`src/rtl/rr_grant_arbiter.sv`:
```
// rr_grant_arbiter: 4-way round-robin arbiter with hold limit, drives a 2-to-4 grant decoder
module rr_grant_arbiter #(
  parameter int MAX_HOLD = 8,
  parameter int CNT_W = 4
) (
  input  logic       clk,
  input  logic       rst,
  input  logic [3:0] req,
  input  logic       done,
  output logic [1:0] grant_idx,
  output logic       grant_en,
  output logic       timeout
);
  typedef enum logic {IDLE, GRANT} state_t;
  state_t state, state_n;
  logic [1:0] ptr, ptr_n, idx_n, win, off;
  logic [CNT_W-1:0] cnt, cnt_n;
  logic [7:0] dbl;
  logic [3:0] rot;
  logic en_n, to_n, at_max, rel;
  assign dbl = {req, req};
  assign rot = dbl[ptr +: 4];
  assign off = rot[0] ? 2'd0 : rot[1] ? 2'd1 : rot[2] ? 2'd2 : 2'd3;
  assign win = ptr + off;
  assign at_max = cnt == CNT_W'(MAX_HOLD);
  assign rel = done | ~req[grant_idx] | at_max;
  always_ff @(posedge clk or posedge rst)
    if (rst) begin
      state <= IDLE;
      grant_idx <= 2'd0;
      grant_en <= 1'b0;
      timeout <= 1'b0;
      ptr <= 2'd0;
      cnt <= '0;
    end else begin
      state <= state_n;
      grant_idx <= idx_n;
      grant_en <= en_n;
      timeout <= to_n;
      ptr <= ptr_n;
      cnt <= cnt_n;
    end
  always_comb begin
    state_n = state;
    idx_n = grant_idx;
    en_n = grant_en;
    to_n = 1'b0;
    ptr_n = ptr;
    cnt_n = cnt;
    if (state == IDLE) begin
      if (|req) begin
        state_n = GRANT;
        idx_n = win;
        en_n = 1'b1;
        cnt_n = CNT_W'(1);
      end
    end else if (rel) begin
      state_n = IDLE;
      en_n = 1'b0;
      ptr_n = grant_idx + 2'd1;
      cnt_n = '0;
      to_n = at_max & ~done & req[grant_idx];
    end else
      cnt_n = cnt + CNT_W'(1);
  end
endmodule

```
`config.mk`:
```
export PLATFORM = sky130hd
export DESIGN_NAME = rr_grant_arbiter
export DESIGN_NICKNAME = d
export VERILOG_FILES = /design/src/rtl/rr_grant_arbiter.sv
export SDC_FILE = /design/constraint.sdc
export NUM_CORES = 1
export LEC_CHECK = 0
export ABC_AREA = 0
export CELL_PAD_IN_SITES_DETAIL_PLACEMENT = 0
export CELL_PAD_IN_SITES_GLOBAL_PLACEMENT = 1
export CORE_MARGIN = 4
export CORE_UTILIZATION = 40
export CTS_CLUSTER_SIZE = 10
export DETAILED_ROUTE_END_ITERATION = 10
export GPL_ROUTABILITY_DRIVEN = 0
export PLACE_DENSITY_LB_ADDON = 0.1
export SETUP_SLACK_MARGIN = 0.4
export SKIP_CTS_REPAIR_TIMING = 1
export SYNTH_ARGS = -nofsm -noshare
export SYNTH_HDL_FRONTEND = slang
export SYNTH_SLANG_ARGS = --single-unit
```
`constraint.sdc`:
```
create_clock -name clk -period 4.4 [get_ports clk]
set_input_delay 0.88 -clock clk [delete_from_list [all_inputs] [get_ports clk]]
set_output_delay 0.88 -clock clk [all_outputs]
set_load 0.01 [all_outputs]
```
After elaboration in Yosys (flattened, before gate mapping)
Index checks and enable logic that the tools add are counted.

Add/subtract/negate cells: 3. $lt $le $gt $ge: 1. Equal/unequal tests: 2. Shift-type cells: 1. Mux-type cells: 16. Bitwise gates (word level): 7. Reductions and logical operators: 5.

Operator list (count): 4-bit two-way mux (3); 1-bit two-way mux (10); 8-bit by 3-bit variable part select with 3-bit output (1); 2-bit AND reduction (3); 4-bit by 1-bit adder with 4-bit output (second input constant) (1); 4-bit equality test (second input constant) (1); 2-bit two-way mux (2); 4-bit OR reduction (1); 2-bit by 3-bit < comparator with 1-bit output (second input constant) (1); 1-bit NOT (3); 2-bit by 1-bit adder with 2-bit output (second input constant) (1); 2-bit adder (1); 1-bit AND (2); 1-bit binary-select mux with 2-bit select (1); 2-bit by 1-bit != test with 1-bit output (second input constant) (1); 1-bit bitwise OR (2); 2-bit nonzero test (1).

Register bits: 11. Input bits: 7. Output and inout bits: 4. Logic and storage cells: 41.

Logic depth before layout (Yosys ltp)
Gate-level depths: netlist (run 1).

Word-level depth: 7. Gate-level depth with buffers: 8. Mapped depth without buffers: 7.

Least setup slack after synthesis (run 1)
Ideal clock, no wire load.

Kind: input port to flip-flop. Start point: input port req[0]. End point: register grant_idx[0]. Setup time: 0.125 ns. Data arrival time: 1.964 ns. Required time: 4.275 ns. Slack: 2.311 ns. Cell stages on the path: 4. Buffers on the path: 0. Cells stage by stage: or3_2 o311ai_0 ha_1 mux2_4.

Cells in the longest elaborated chain, start to end: 5. Elaborated cells on any way between the ends: 7. Classes of those cells: add/sub (1); shift (1); mux (3); reduce/logical (2).

Ends and longest elaborated chain: start: declaration (line 8) `input logic [3:0] req,`; 8-bit by 3-bit variable part select with 3-bit output (*) (line 22) `assign rot = dbl[ptr +: 4];`; 1-bit two-way mux (line 23) `assign off = rot[0] ? 2'd0 : rot[1] ? 2'd1 : rot[2] ? 2'd2 : 2'd3;`; 2-bit two-way mux (line 23); 2-bit two-way mux (*) (line 23); 2-bit adder (*) (line 24) `assign win = ptr + off;`; net win[0] (line 16) `logic [1:0] ptr, ptr_n, idx_n, win, off;`; end signal: assignment (line 37) `grant_idx <= idx_n;`; end: declaration (line 10) `output logic [1:0] grant_idx,`.

The timed path passes the listed nets; every way through them passes the cells marked *. A chain may end at the register's enable or synchronous reset.

Worst setup path in the final report (run 1)
Start point: input port req[3]. End point: register grant_idx[0].

Same word-level chain as after synthesis.

==> results.py, run 1 <==
metrics = {
    "grt": {
        "grt_pass1_vias": 561,
        "gr-total-overflow": 0,
        "grt.total_usage": 0.1346,
        "grt_first_pass_wirelength_um": 2594,
        "antenna_found_initial": 0,
        "grt_max_degree": 12,
    },
    "worst_setup_path": {
        "cp_max_fo": 5,
        "start_kind": "input port",
        "worstRegToRegCells": 5,
        "critPathArrivalTime_ns": 2.62,
        "worstPathCellList": "clkdlybuf4s50_1 > inv_1 > o311ai_0 > o21ai_0 > o311ai_0 > ha_1 > mux2_4",
        "r2r-end": "grant_idx[0]",
        "reg2reg_slack_ns": 2.70,
        "timing.rr.start": "ptr[0]",
        "cp-end-kind": "flip-flop",
        "critPathSlowestCell": "clkdlybuf4s50_1",
        "cp_top_family": "buffers and inverters",
        "path_common_cell": "o311ai_0",
        "max_stage_delay_ns": 0.54,
        "crit_required_ns": 4.55,
        "path_buf_inv": 2,
        "crit_type": "in -> reg",
    },
    "flow_run": {
        "max_cap_violations": 0,
    },
    "layout": {
        "stdcell_count": 108,
        "diodes": 0,
        "nets": 94,
        "final_layout_size_suffix_gt1_frac": 0.1446,
        "area_growth_pct": 21.14,
        "utilization": 0.5065,
    },
    "clock_network": {
        "cts_tree": "built",
        "cts-buffers-inserted": 3,
        "clk_path_buf_depth": 2,
        "cts.sinks": 11,
        "clk_latency_ns": 0.26,
        "cts.htree.levels": 1,
        "clk_pin_slew_worst_paths_ns": 0.07,
        "cts-root-buf": "clkbuf_4",
    },
    "synth": {
        "synthAdderAreaFrac": 0.05199,
        "synth_compound_area_frac": 0.2201,
        "synth-seq-cells": 11,
        "synth_top_family_by_area": "compound AO/OA/AOI/OAI gates",
        "synthCells": 70,
        "syn_avg_cell_area_um2": 10.31,
        "syn-cell-area_um2": 721.9,
        "synth-simple-area-share": 0.1958,
        "synth_cell_types": 36,
        "yosysSeqAreaShare": 0.3813,
        "yosysWarnings": 0,
        "synth_mux_area_frac": 0.1005,
        "syn_nets": 80,
        "synth_xor_area_frac": 0.01213,
    },
    "sta": {
        "final-hold-violation-count": 0,
        "maxSlewHeadroom": 0.7114,
        "timing.hold.ws_ns": 0.4886,
        "period_share": 0.5611,
        "fmax_mhz": 405.1,
        "finalSetupViolCount": 0,
        "clock-skew-final_ns": 0.001743,
        "finalCriticalPeriod_ns": 2.469,
        "slew_viol_final": 0,
        "rsz0062_at_grt": "false",
        "tns_ns": 0,
        "worst_pin_slew_ns": 0.4324,
    },
    "detailed_routing": {
        "drt-total-wl_um": 1427,
        "drt_iter0_markers": 23,
        "ant_nets": 0,
        "firstDrtPassIters": 4,
        "vias": 571,
        "drc": 0,
        "viasPerCell": 5.287,
        "routedWlPerCell_um": 13.21,
    },
    "placement": {
        "dp_hpwl_um": 1092,
        "port_buffers": 10,
        "dp.cells": 104,
    },
    "status": {
        "status": "finished, final reports clean",
    },
    "floorplanning": {
        "die_h_um": 50.49,
        "coreArea_mm2": 0.001727,
        "start_util": 0.4181,
        "ioPinCount": 11,
        "dieArea_mm2": 0.002549,
        "num_rows": 15,
        "die-width_um": 50.49,
    },
    "pwr": {
        "leakage_nw": 0.4046,
        "vdd_drop_max_mv": 0.3713,
        "power_mw": 0.5078,
        "powerDensity_mw_per_mm2": 580.6,
    },
    "min_path": {
        "hold_path_end": "grant_en",
        "hold_depth": 1,
        "min_from": "grant_en",
        "worstHoldPathType": "reg -> reg",
    },
}
stage by stage:
stage	instance area [µm²]	setup WS [ns]
2_1_floorplan	721.9	2.311
3_3_place_gp	848.3	1.705
3_5_place_dp	848.3	1.682
4_1_cts	874.6	1.953
5_1_grt	874.6	1.841
6_report	874.6	1.931
placed cells by master (no fill, tap or decap), types with 3 or more instances in the layout:
cell type | netlist | layout
clkbuf_4 | 0 | 3
inv_1 | 6 | 6
nand2_1 | 3 | 3
nor2_1 | 5 | 5
clkdlybuf4s50_1 | 0 | 10
ha_1 | 3 | 3
dfrtp_1 | 11 | 11
worst max path at each step:
stage | slack [ns] | start | to | depth (start not counted)
finish | 1.93 | req[3] | grant_idx[0] | 7
detailed placement | 1.68 | req[3] | grant_idx[0] | 7
floorplan | 2.31 | req[0] | grant_idx[0] | 4
CTS | 1.95 | req[3] | grant_idx[0] | 7
global route | 1.84 | req[3] | grant_idx[1] | 8
global placement | 1.71 | req[0] | grant_idx[0] | 5
state kept, by name, indices dropped and copies added, names as in the netlist:
| register | cells |
|---|---|
| cnt | 4 |
| grant_en | 1 |
| grant_idx | 2 |
| ptr | 2 |
| state | 1 |
| timeout | 1 |
layout make-up:
type | count | area, µm²
clock buffer | 4 | 26.28
fill | 163 | 852.1
timing repair buffer | 10 | 100.1
inverter | 6 | 22.52
multi-input combinational | 52 | 419.2
sequential | 11 | 275.3
tap | 25 | 31.28
worst reg2reg max path: stages (launching register included):
cell and delay [ns]:
dfrtp_1 0.47, o311ai_0 0.33, o21ai_0 0.14, o311ai_0 0.11
ha_1 0.30, mux2_4 0.25
cells in the mapped netlist:
cell type / instances / area, µm²
mux2_2: 2 / 22.52
o31ai_1: 1 / 7.510
mux2i_1: 2 / 20.02
buf_2: 1 / 5.000
nor2_1: 5 / 18.77
dfrtp_1: 11 / 275.3
o22ai_1: 2 / 12.51
a221o_1: 1 / 10.01
nor3b_1: 1 / 7.510
o21a_1: 2 / 15.01
or4_4: 1 / 11.26
ha_1: 3 / 37.54
nand3b_1: 2 / 15.01
nor2b_4: 1 / 13.76
a22oi_4: 1 / 21.27
inv_1: 6 / 22.52
xor2_1: 1 / 8.760
or3_2: 1 / 7.510
o311ai_0: 2 / 17.52
a21boi_0: 1 / 7.510
a22oi_1: 1 / 7.510
a21o_1: 1 / 7.510
and2_1: 1 / 6.260
nor2b_1: 2 / 12.51
and3b_1: 1 / 8.760
o32ai_1: 1 / 8.760
o21ai_2: 1 / 8.760
mux2_4: 2 / 30.03
or2b_1: 1 / 7.510
nor3_1: 2 / 10.01
o21ai_0: 2 / 10.01
nand3_1: 1 / 5.000
nand2b_1: 1 / 6.260
a211oi_1: 1 / 7.510
a22o_1: 2 / 17.52
nand2_1: 3 / 11.26
routing by layer:
metal  global-route usage  routed length [µm]  vias to the layer above
met5                    0                   0                        -
met4              0.02691                  12                        0
met3              0.04451                  58                        2
met2               0.1957                 633                       11
met1               0.1934                 722                      274
li1                     -                   -                      284
where the power goes:
part	switching (mW)	internal [mW]	leakage (nW)
clock network	0.0325	0.0351	0.0150
registers	0.0612	0.139	0.138
logic	0.101	0.140	0.252
total	0.194	0.313	0.405
cell families after synthesis:
logic type,Yosys count
and+or+nand+nor,23
AOI/OAI and AO/OA,19
muxes,6
xor gates and xnor gates,1
buffers and inverters,7
adders and majority gates,3
DFF,11
Power figures use the tool's default switching activity.
==> run 2: changes to the inputs <==
clock period = 2.4 ns   (was 4.4 ns; I/O delays follow)
==> run 2 against run 1 <==
  * Routed wire length fell by 1.1%
  * Largest power group unchanged
  * Die area did not move
  * Combinational power rose by 85%
  * Critical path depth fell by 6
  * Sequential share of layout area fell by 0.36 points
  * Highest routed layer unchanged
  * Clock skew rose by 0.0024 ns
  * Global-route usage did not move
  * Setup slack got worse by 1.3 ns
==> results.py, run 2 (synthesized netlist as in run 1, its figures left out) <==
metrics = {
    "status": {
        "status": "finished, final reports clean",
    },
    "grt": {
        "grt_first_pass_wirelength_um": 2601,
        "grt.total_usage": 0.1346,
        "grt_max_degree": 12,
        "antenna_found_initial": 0,
        "gr-total-overflow": 0,
        "grt_pass1_vias": 557,
    },
    "floorplanning": {
        "coreArea_mm2": 0.001727,
        "dieArea_mm2": 0.002549,
        "die_h_um": 50.49,
        "die-width_um": 50.49,
        "num_rows": 15,
        "start_util": 0.4181,
        "ioPinCount": 11,
    },
    "clock_network": {
        "clk_pin_slew_worst_paths_ns": 0.07,
        "cts.sinks": 11,
        "cts_tree": "built",
        "clk_latency_ns": 0.26,
        "cts-root-buf": "clkbuf_4",
        "cts.htree.levels": 1,
        "cts-buffers-inserted": 3,
        "clk_path_buf_depth": 2,
    },
    "worst_setup_path": {
        "worstPathCellList": "clkdlybuf4s50_1",
        "cp_top_family": "buffers and inverters",
        "cp_max_fo": 8,
        "timing.rr.start": "ptr[0]",
        "cp-end-kind": "output port",
        "start_kind": "flip-flop",
        "crit_required_ns": 1.92,
        "cp-startpoint": "grant_idx[0]",
        "critPathSlowestCell": "clkdlybuf4s50_1",
        "max_stage_delay_ns": 0.59,
        "crit_type": "reg -> out",
        "critPathArrivalTime_ns": 1.34,
        "path_buf_inv": 1,
    },
    "placement": {
        "dp_hpwl_um": 1071,
        "port_buffers": 10,
    },
    "pwr": {
        "powerDensity_mw_per_mm2": 1060,
        "vdd_drop_max_mv": 0.5155,
        "intPower_mw": 0.5762,
        "p_clk_frac": 0.132,
        "p_sw_frac": 0.3857,
        "seq_power_share": 0.393,
        "p_switching_mw": 0.3618,
        "leakage_nw": 0.4417,
        "combPwrFrac": 0.474,
    },
    "detailed_routing": {
        "routedWlPerCell_um": 13.07,
        "vias": 560,
        "ant_nets": 0,
        "drt-total-wl_um": 1412,
        "viasPerCell": 5.185,
        "drc": 0,
        "firstDrtPassIters": 4,
        "drt_iter0_markers": 12,
    },
    "layout": {
        "reg.largest.list": "cnt: 4 flops, grant_idx: 2 flops, ptr: 2 flops",
        "nets": 94,
        "layout_common_cells": "dfrtp_1, inv_1, clkdlybuf4s50_1",
        "register_area_um2": 275.3,
        "nFillCells": 165,
        "area_growth_pct": 22.53,
        "multi_input_area_um2": 419.2,
        "largest_reg_flops": 4,
        "regMostFlops": "cnt",
        "final_common_cell": "dfrtp_1",
        "diodes": 0,
        "final_layout_size_suffix_gt1_frac": 0.1446,
    },
    "sta": {
        "finalSetupViolCount": 0,
        "final-hold-violation-count": 0,
        "worst_pin_slew_ns": 0.4355,
        "tns_ns": 0,
        "maxSlewHeadroom": 0.7094,
        "rsz0062_at_grt": "false",
        "fmax_mhz": 550.2,
        "timing.hold.ws_ns": 0.4887,
        "period_share": 0.7573,
        "slew_viol_final": 0,
        "clock-skew-final_ns": 0.004169,
        "finalCriticalPeriod_ns": 1.818,
    },
    "flow_run": {
        "max_cap_violations": 0,
    },
    "min_path": {
        "min_from": "grant_en",
        "worstHoldPathType": "reg -> reg",
    },
}
==> run 2: changes by cell type in the layout (fill, tap and decap cells not counted) <==
cell             before  now
clkdlybuf4s50_1      10    6
dlymetal6s2s_1        0    4
o311ai_0              2    1
o311ai_1              0    1
==> run 2: power groups by stage <==
stage | logic (mW) | clock network (mW) | registers, mW
2_1_floorplan | 0.340 | 0 | 0.343
3_3_place_gp | 0.443 | 0 | 0.372
3_5_place_dp | 0.447 | 0 | 0.372
4_1_cts | 0.448 | 0.129 | 0.368
5_1_grt | 0.494 | 0.144 | 0.388
6_report | 0.445 | 0.124 | 0.369
==> run 2: metal layers <==
metal  GRT usage  up-vias  wire, µm
li1            -      285         -
met1      0.1934      264       740
met2      0.1891        9       610
met3     0.05045        2        49
met4     0.03139        0        12
met5           0        -         0
==> run 2: through the flow <==
step | area (µm²) | setup slack, ns | util | total power, mW | std cells
after floorplan | 721.9 | 0.7112 | - | 0.6830 | 70
after global placement | 848.3 | 0.1052 | 0.4913 | 0.8142 | 104
after detailed placement | 848.3 | 0.07643 | 0.4913 | 0.8184 | 104
after CTS | 874.6 | 0.3453 | 0.5065 | 0.9453 | 108
after global routing | 884.6 | 0.4769 | 0.5123 | 1.026 | 108
final | 884.6 | 0.5825 | 0.5123 | 0.9380 | 108
==> run 2: final cells by class <==
cell class                 instances  share of cell area
multi-input combinational         52              0.4738
clock buffer                       4             0.02970
tap                               25             0.03536
sequential                        11              0.3112
timing repair buffer              10              0.1245
inverter                           6             0.02546
==> run 2: worst paths after layout <==
check | endpoint | slack [ns] | depth (start not counted)
worst max-delay path | grant_idx[0] | 0.58 | 1
worst min-delay path | grant_en | 0.49 | 1
worst max register to register | grant_idx[0] | 0.73 | 4
worst min register to register | grant_en | 0.49 | 1
max in group asynchronous | grant_idx[0] | 1.58 | 2
min in group asynchronous | cnt[1] | 0.51 | 2
